`src/rtl/de_stage_if.sv`:
```
// Decode-stage bus: fetch latch in, writeback and flush in, DE latch and stall out.
// The stage itself is the slave; whatever drives fetch/writeback is the master.
interface de_stage_if #(
  parameter int unsigned XLEN = 32
);
  logic            fe_valid;
  logic [31:0]     fe_inst;
  logic [XLEN-1:0] fe_pc;
  logic            agex_flush;
  logic            wb_we;
  logic [4:0]      wb_rd;
  logic [XLEN-1:0] wb_data;
  logic            de_stall;
  logic            out_valid;
  logic [31:0]     out_inst;
  logic [XLEN-1:0] out_pc;
  logic [XLEN-1:0] out_imm;
  logic [XLEN-1:0] out_rs1_val;
  logic [XLEN-1:0] out_rs2_val;
  logic [4:0]      out_rd;
  logic            out_wr_reg;

  modport slave (
    input  fe_valid, fe_inst, fe_pc, agex_flush, wb_we, wb_rd, wb_data,
    output de_stall, out_valid, out_inst, out_pc, out_imm, out_rs1_val, out_rs2_val,
           out_rd, out_wr_reg
  );

  modport master (
    output fe_valid, fe_inst, fe_pc, agex_flush, wb_we, wb_rd, wb_data,
    input  de_stall, out_valid, out_inst, out_pc, out_imm, out_rs1_val, out_rs2_val,
           out_rd, out_wr_reg
  );
endinterface

```
`src/rtl/de_stage.sv`:
```
// RV32I decode stage: register file, immediate decode, scoreboard of in-flight
// writes per register, RAW stall generation and the DE pipeline latch.
module de_stage #(
  parameter int unsigned XLEN    = 32,
  parameter int unsigned NREGS   = 32,
  parameter int unsigned SB_BITS = 3
) (
  input logic         clk,
  input logic         reset,
  de_stage_if.slave   bus
);
  localparam int unsigned IdxW = $clog2(NREGS);
  typedef logic [IdxW-1:0] idx_t;

  localparam logic [6:0] OpLoad   = 7'b0000011;
  localparam logic [6:0] OpImm    = 7'b0010011;
  localparam logic [6:0] OpAuipc  = 7'b0010111;
  localparam logic [6:0] OpStore  = 7'b0100011;
  localparam logic [6:0] OpOp     = 7'b0110011;
  localparam logic [6:0] OpLui    = 7'b0110111;
  localparam logic [6:0] OpBranch = 7'b1100011;
  localparam logic [6:0] OpJalr   = 7'b1100111;
  localparam logic [6:0] OpJal    = 7'b1101111;

  localparam logic [SB_BITS-1:0] CntOne = SB_BITS'(1);

  logic [XLEN-1:0]    rf_q  [NREGS];
  logic [SB_BITS-1:0] cnt_q [NREGS];
  logic [SB_BITS-1:0] cnt_d [NREGS];

  logic            out_valid_q, out_wr_reg_q;
  logic [31:0]     out_inst_q;
  logic [XLEN-1:0] out_pc_q, out_imm_q, out_rs1_val_q, out_rs2_val_q;
  logic [4:0]      out_rd_q;

  logic [6:0]        opcode;
  logic signed [31:0] imm32;
  logic [XLEN-1:0]   imm;
  logic              use_rs1, use_rs2, writes_rd, wr_reg;
  idx_t              rs1, rs2, rd, wb_idx, flush_idx;
  logic [XLEN-1:0]   rs1_val, rs2_val;
  logic              wb_hit1, wb_hit2, busy1, busy2;
  logic              stall, issue, flush_undo;

  assign opcode    = bus.fe_inst[6:0];
  assign rs1       = idx_t'(bus.fe_inst[19:15]);
  assign rs2       = idx_t'(bus.fe_inst[24:20]);
  assign rd        = idx_t'(bus.fe_inst[11:7]);
  assign wb_idx    = idx_t'(bus.wb_rd);
  assign flush_idx = idx_t'(out_rd_q);

  always_comb begin
    imm32 = '0;
    case (opcode)
      OpLoad, OpImm, OpJalr: imm32 = {{20{bus.fe_inst[31]}}, bus.fe_inst[31:20]};
      OpStore:  imm32 = {{20{bus.fe_inst[31]}}, bus.fe_inst[31:25], bus.fe_inst[11:7]};
      OpBranch: imm32 = {{19{bus.fe_inst[31]}}, bus.fe_inst[31], bus.fe_inst[7],
                         bus.fe_inst[30:25], bus.fe_inst[11:8], 1'b0};
      OpLui, OpAuipc: imm32 = {bus.fe_inst[31:12], 12'b0};
      OpJal:    imm32 = {{11{bus.fe_inst[31]}}, bus.fe_inst[31], bus.fe_inst[19:12],
                         bus.fe_inst[20], bus.fe_inst[30:21], 1'b0};
      default:  imm32 = '0;
    endcase
  end

  assign imm       = XLEN'(imm32);
  assign use_rs1   = !(opcode inside {OpLui, OpAuipc, OpJal});
  assign use_rs2   = opcode inside {OpOp, OpStore, OpBranch};
  assign writes_rd = opcode inside {OpOp, OpImm, OpLoad, OpLui, OpAuipc, OpJal, OpJalr};
  assign wr_reg    = writes_rd && (bus.fe_inst[11:7] != 5'd0);

  // A writeback landing this cycle satisfies one outstanding write (write-through read).
  assign wb_hit1 = bus.wb_we && (wb_idx == rs1) && (rs1 != '0);
  assign wb_hit2 = bus.wb_we && (wb_idx == rs2) && (rs2 != '0);

  always_comb begin
    rs1_val = '0;
    rs2_val = '0;
    if (rs1 != '0) rs1_val = wb_hit1 ? bus.wb_data : rf_q[rs1];
    if (rs2 != '0) rs2_val = wb_hit2 ? bus.wb_data : rf_q[rs2];
  end

  assign busy1 = (cnt_q[rs1] > CntOne) || ((cnt_q[rs1] == CntOne) && !wb_hit1);
  assign busy2 = (cnt_q[rs2] > CntOne) || ((cnt_q[rs2] == CntOne) && !wb_hit2);

  assign stall = !reset && bus.fe_valid && !bus.agex_flush &&
                 ((use_rs1 && busy1) || (use_rs2 && busy2));
  assign issue = !reset && bus.fe_valid && !stall && !bus.agex_flush;
  assign flush_undo = bus.agex_flush && out_valid_q && out_wr_reg_q;

  always_comb begin
    for (int i = 0; i < NREGS; i++) begin
      cnt_d[i] = cnt_q[i];
      if (issue && wr_reg && (rd == idx_t'(i))) cnt_d[i] = cnt_d[i] + CntOne;
      if (bus.wb_we && (wb_idx == idx_t'(i)))   cnt_d[i] = cnt_d[i] - CntOne;
      if (flush_undo && (flush_idx == idx_t'(i))) cnt_d[i] = cnt_d[i] - CntOne;
    end
    cnt_d[0] = '0;
  end

  always_ff @(posedge clk) begin
    if (reset) begin
      for (int i = 0; i < NREGS; i++) cnt_q[i] <= '0;
    end else begin
      for (int i = 0; i < NREGS; i++) cnt_q[i] <= cnt_d[i];
    end
  end

  // Register file has no reset; x0 is never written and reads are forced to 0.
  always_ff @(posedge clk) begin
    if (!reset && bus.wb_we && (wb_idx != '0)) rf_q[wb_idx] <= bus.wb_data;
  end

  always_ff @(posedge clk) begin
    if (reset) begin
      out_valid_q   <= 1'b0;
      out_wr_reg_q  <= 1'b0;
      out_inst_q    <= '0;
      out_pc_q      <= '0;
      out_imm_q     <= '0;
      out_rs1_val_q <= '0;
      out_rs2_val_q <= '0;
      out_rd_q      <= '0;
    end else begin
      out_valid_q   <= issue;
      out_wr_reg_q  <= issue && wr_reg;
      out_inst_q    <= bus.fe_inst;
      out_pc_q      <= bus.fe_pc;
      out_imm_q     <= imm;
      out_rs1_val_q <= rs1_val;
      out_rs2_val_q <= rs2_val;
      out_rd_q      <= bus.fe_inst[11:7];
    end
  end

  assign bus.de_stall    = stall;
  assign bus.out_valid   = out_valid_q;
  assign bus.out_wr_reg  = out_wr_reg_q;
  assign bus.out_inst    = out_inst_q;
  assign bus.out_pc      = out_pc_q;
  assign bus.out_imm     = out_imm_q;
  assign bus.out_rs1_val = out_rs1_val_q;
  assign bus.out_rs2_val = out_rs2_val_q;
  assign bus.out_rd      = out_rd_q;
endmodule

```
`src/flat_wrapper.sv`:
```
// flat-port wrapper written by rule: the top's interface ports become plain ports
module de_stage_flat 
#(
  parameter int unsigned XLEN    = 32,
  parameter int unsigned NREGS   = 32,
  parameter int unsigned SB_BITS = 3
)
  (clk, reset, bus_fe_valid, bus_fe_inst, bus_fe_pc, bus_agex_flush, bus_wb_we, bus_wb_rd, bus_wb_data, bus_de_stall, bus_out_valid, bus_out_inst, bus_out_pc, bus_out_imm, bus_out_rs1_val, bus_out_rs2_val, bus_out_rd, bus_out_wr_reg);
  de_stage_if #(.XLEN(XLEN)) bus_i ();
  input logic clk;
  input logic reset;
  input wire logic [$bits(bus_i.fe_valid)-1:0] bus_fe_valid;
  input wire logic [$bits(bus_i.fe_inst)-1:0] bus_fe_inst;
  input wire logic [$bits(bus_i.fe_pc)-1:0] bus_fe_pc;
  input wire logic [$bits(bus_i.agex_flush)-1:0] bus_agex_flush;
  input wire logic [$bits(bus_i.wb_we)-1:0] bus_wb_we;
  input wire logic [$bits(bus_i.wb_rd)-1:0] bus_wb_rd;
  input wire logic [$bits(bus_i.wb_data)-1:0] bus_wb_data;
  output wire logic [$bits(bus_i.de_stall)-1:0] bus_de_stall;
  output wire logic [$bits(bus_i.out_valid)-1:0] bus_out_valid;
  output wire logic [$bits(bus_i.out_inst)-1:0] bus_out_inst;
  output wire logic [$bits(bus_i.out_pc)-1:0] bus_out_pc;
  output wire logic [$bits(bus_i.out_imm)-1:0] bus_out_imm;
  output wire logic [$bits(bus_i.out_rs1_val)-1:0] bus_out_rs1_val;
  output wire logic [$bits(bus_i.out_rs2_val)-1:0] bus_out_rs2_val;
  output wire logic [$bits(bus_i.out_rd)-1:0] bus_out_rd;
  output wire logic [$bits(bus_i.out_wr_reg)-1:0] bus_out_wr_reg;
  assign bus_i.fe_valid = bus_fe_valid;
  assign bus_i.fe_inst = bus_fe_inst;
  assign bus_i.fe_pc = bus_fe_pc;
  assign bus_i.agex_flush = bus_agex_flush;
  assign bus_i.wb_we = bus_wb_we;
  assign bus_i.wb_rd = bus_wb_rd;
  assign bus_i.wb_data = bus_wb_data;
  assign bus_de_stall = bus_i.de_stall;
  assign bus_out_valid = bus_i.out_valid;
  assign bus_out_inst = bus_i.out_inst;
  assign bus_out_pc = bus_i.out_pc;
  assign bus_out_imm = bus_i.out_imm;
  assign bus_out_rs1_val = bus_i.out_rs1_val;
  assign bus_out_rs2_val = bus_i.out_rs2_val;
  assign bus_out_rd = bus_i.out_rd;
  assign bus_out_wr_reg = bus_i.out_wr_reg;
  de_stage #(.XLEN(XLEN), .NREGS(NREGS), .SB_BITS(SB_BITS)) u_core (.clk(clk), .reset(reset), .bus(bus_i));
endmodule
```
`config.mk`:
```
export PLATFORM = sky130hd
export DESIGN_NAME = de_stage_flat
export DESIGN_NICKNAME = d
export VERILOG_FILES = /design/src/rtl/de_stage_if.sv /design/src/rtl/de_stage.sv /design/src/flat_wrapper.sv
export SDC_FILE = /design/constraint.sdc
export NUM_CORES = 2
export LEC_CHECK = 0
export BUFFER_PORTS_ARGS = -buffer_cell sky130_fd_sc_hd__buf_4
export CAP_MARGIN = 0
export CORE_MARGIN = 3
export CORE_UTILIZATION = 40
export DETAILED_ROUTE_END_ITERATION = 12
export PLACE_DENSITY = 0.53
export SKIP_LAST_GASP = 1
export SLEW_MARGIN = 0
export SYNTH_ARGS = -nofsm -noshare
export SYNTH_HDL_FRONTEND = slang
export SYNTH_SLANG_ARGS = --single-unit
```
`constraint.sdc`:
```
create_clock -name clk -period 6.8 [get_ports clk]
set_input_delay 0 -clock clk [delete_from_list [all_inputs] [get_ports clk]]
set_output_delay 0 -clock clk [all_outputs]
set_load 0.05 [all_outputs]
```
==> metrics <==
kind of critical path in2reg; Detailed Routing Iterations Pass 1 7; Initial DRC Count 4488; status completed; crit path cell chain dlygate4sd3_1 -> buf_8 -> or4_1 -> nor2_1 -> nand4bb_1 -> o21ai_0 -> a22oi_4 -> buf_4 -> a211oi_4 -> xnor2_1 -> ha_1 -> a21o_1 -> ha_1 -> nand2_1 -> xnor2_1 -> nand3_1 -> a21oi_1; number of flip-flops in the largest register 1024; Routed Wire Length 202000 um; area of combinational cells with multiple inputs 26700 sq um; number of register bits inferred by synthesis 1279; worst max-slew margin expressed relative to the limit 16.5%; vias per cell 6.10; data arrival time of the critical path 5.25 ns; Synth Instances 3950; Vias 40100; unrepaired setup endpoints after global routing no; critical-path cell with the highest stage delay a22oi_4; total met2 wirelength after detailed routing 97500 um; startpoint of the most critical hold path bus_fe_inst[0]; routability-driven placement congestion ratio 0.817; Cells on Worst Hold Path 3; core occupancy in the finished layout 47.6%; Max rail drop VDD 0.261 mV; met3 wire length 14500 um; final-report setup violation count 0; clock tree root driver cell clkbuf_16; Slew Viols, Final 0; wire length per cell after detailed routing 30.7 um; standby leakage power 0.0242 uW; Worst Path Max Fanout 63; Crit path required time 7.50 ns; clk_lat worst skew 0.78 ns; final hold violation count 0; maximum frequency from static timing analysis 220 MHz; first-pass GRT wire length 290000 um; total CTS buffers 148; vertical die dimension 404 um; Antenna Nets Post-Route 0; worst slack, placed 1.85 ns; io pins 274; average cell area after synthesis 16.0 sq um; Synth async-reset ratio 0%; fill cell count 13300; Reg2Reg Capture Point u_core.cnt_q[15][2]; placeable core region 157000 sq um; Placement Rows 145; combined flip-flop and latch cell area 35900 sq um; least setup slack across all paths after layout 2.25 ns; period utilisation layout 66.9%; Layout Nets 4585; setup bufs post-CTS 0; pin count of the biggest net entering global routing 133; share of post-route cells with drive strength above 1 29.8%; Critical Path Max Stage Delay 0.83 ns; capturing element type of the critical path flop; Die Area 163000 sq um; area of the mapped netlist 63400 sq um; CTS resizes 0; number of global-route vias before repair 40400; global route overflow 0; registers with the most flip-flops u_core.rf_q: 1024 flops, u_core.cnt_q: 93 flops; register area share after synthesis 56.6%; most common flop cell mapped by yosys edfxtp_1; count of buffers from port buffering 273; clock tree sinks 1279; worst hold path endpoint u_core.bus.out_inst[0]; Cell variety after synth 61; starting density of the core 40.4%; worst path buffer plus inverter count 3; largest buffer count on any clock path 3; Post-Route Setup TNS 0 ns; GR Util All Layers 24.7%; Post-Route Skew 0.0219 ns; measured slew at the worst slew-check pin 1.25 ns; # Max-Cap Violations 0; antenna violations before repair 11; clock-pin slew on the worst setup and hold paths 0.06 ns; final critical path time including I/O delays and setup 4.55 ns; register name with the most flops u_core.rf_q; synthesis-to-layout area growth 17.7%; reg2reg start u_core.cnt_q[14][0]; TritonCTS clock tree yes; Highest Signal Layer met5; areal power density over the cells 250 nW/um^2; DRC Markers 0; path depth of the worst reg2reg path 16; metal1 wirelength 84500 um; Tightest Hold Check Type in2reg; CP Launch Type primary input; count of flip-flops with a built-in enable after synthesis 1024; HPWL after detailed placement 110000 um; number of H-tree levels 4; Ys Warns 0; Register-to-Register Setup Slack 2.26 ns; family of cells with the greatest summed delay on the critical path compound AO/OA/AOI/OAI gates; horizontal die dimension 404 um; Power, Total 18600 uW
kinds of logic (layout without fill, tap and decap cells):
kind of cell / count (synthesis) / after routing / share of synthesized area, %
AO/OA/AOI/OAI: 359 / 359 / 4.42
XOR/XNOR: 136 / 136 / 1.88
adder cells (fa/ha/maj): 93 / 93 / 1.84
buffers and inverters: 270 / 800 / 1.82
flip-flops: 1279 / 1279 / 56.6
multiplexers: 823 / 823 / 26.0
other: 1 / 39 / 0.00592
AND/OR/NAND/NOR: 989 / 989 / 7.50
layout make-up:
| class | count | share of cell area, % |
|---|---|---|
| clock buffers | 188 | 5.42 |
| clock inverters | 87 | 1.23 |
| well taps | 2058 | 3.45 |
| inverters | 9 | 0.0554 |
| multi-input cells | 2432 | 35.9 |
| flip-flops and latches | 1279 | 48.1 |
| diodes | 7 | 0.0235 |
| repair buffers | 516 | 5.86 |
power by group:
| group | internal (uW) | switching [uW] | leakage [uW] | total (uW) |
|---|---|---|---|---|
| sequential | 8570 | 62.3 | 0.0113 | 8630 |
| clock | 4840 | 3330 | 0.00243 | 8170 |
| combinational | 752 | 1070 | 0.0104 | 1820 |
repair_timing:
item,4_1_cts,5_1_grt
hold buffers,168,0
hold endpoints to repair,1227,0
endpoints found under the setup margin,0,0
layout by cell type, fill, tap and decap left out, types with 69 or more instances in the layout:
cell           instances
nor2b_1               69
nand3_1               72
dfxtp_1              255
mux4_2               654
nor2_1               335
edfxtp_1            1024
xnor2_1              101
nand2_1              184
mux2i_1              144
clkbuf_16            152
ha_1                  93
a211oi_1              72
nor3_1                79
dlygate4sd3_1        168
buf_4                339
per-stage QoR:
step                hold slack (ns)  cells  instance area [sq um]
floorplan                    0.0989   3981                  63500
global placement              0.208   6126                  67900
detailed placement            0.215   6126                  67900
finish                       0.0664   6576                  74600
global route                 0.0400   6571                  74600
CTS                         0.00174   6569                  74600
synth_stat cells, types with 39 or more instances:
master    instances  share of area (%)
edfxtp_1       1024                 49
mux4_2          654                 23
nor2_1          364                2.2
dfxtp_1         255                8.1
nand2_1         184                1.1
clkbuf_1        168                1.0
mux2i_1         144                2.3
xnor2_1         101                1.4
ha_1             93                1.8
nor3_1           79               0.62
a211oi_1         72               0.85
nand3_1          72               0.57
nor2b_1          69               0.68
a21oi_1          65               0.51
o21ai_0          65               0.51
a21o_1           54               0.64
buf_1            42               0.25
nand2b_1         39               0.38
worst max-delay path by stage:
stage                         from                  end  slack, ns  depth (start not counted)
6_report           bus_fe_inst[15]  u_core.cnt_q[22][2]       2.25                         17
5_1_grt            bus_fe_inst[15]  u_core.cnt_q[15][2]       1.99                         18
4_1_cts        u_core.cnt_q[13][1]  u_core.cnt_q[18][2]       2.27                         16
3_5_place_dp       bus_fe_inst[16]  u_core.cnt_q[18][2]       1.85                         17
3_3_place_gp       bus_fe_inst[16]  u_core.cnt_q[18][2]       1.91                         17
2_1_floorplan         bus_wb_rd[2]    u_core.rf_q[4][0]       2.33                          4
worst min-delay path: cells and delay by family:
family,cells,cell delay (ns)
buffers and inverters,2,0.68
and+or+nand+nor,1,0.12
per-layer routing:
metal,global-route usage (%),up-vias
met5,0,-
met4,7.21,2
met3,4.20,310
met2,40.3,1643
met1,34.3,21300
li1,-,16900
No activity file was read; power rests on OpenSTA's default activity.
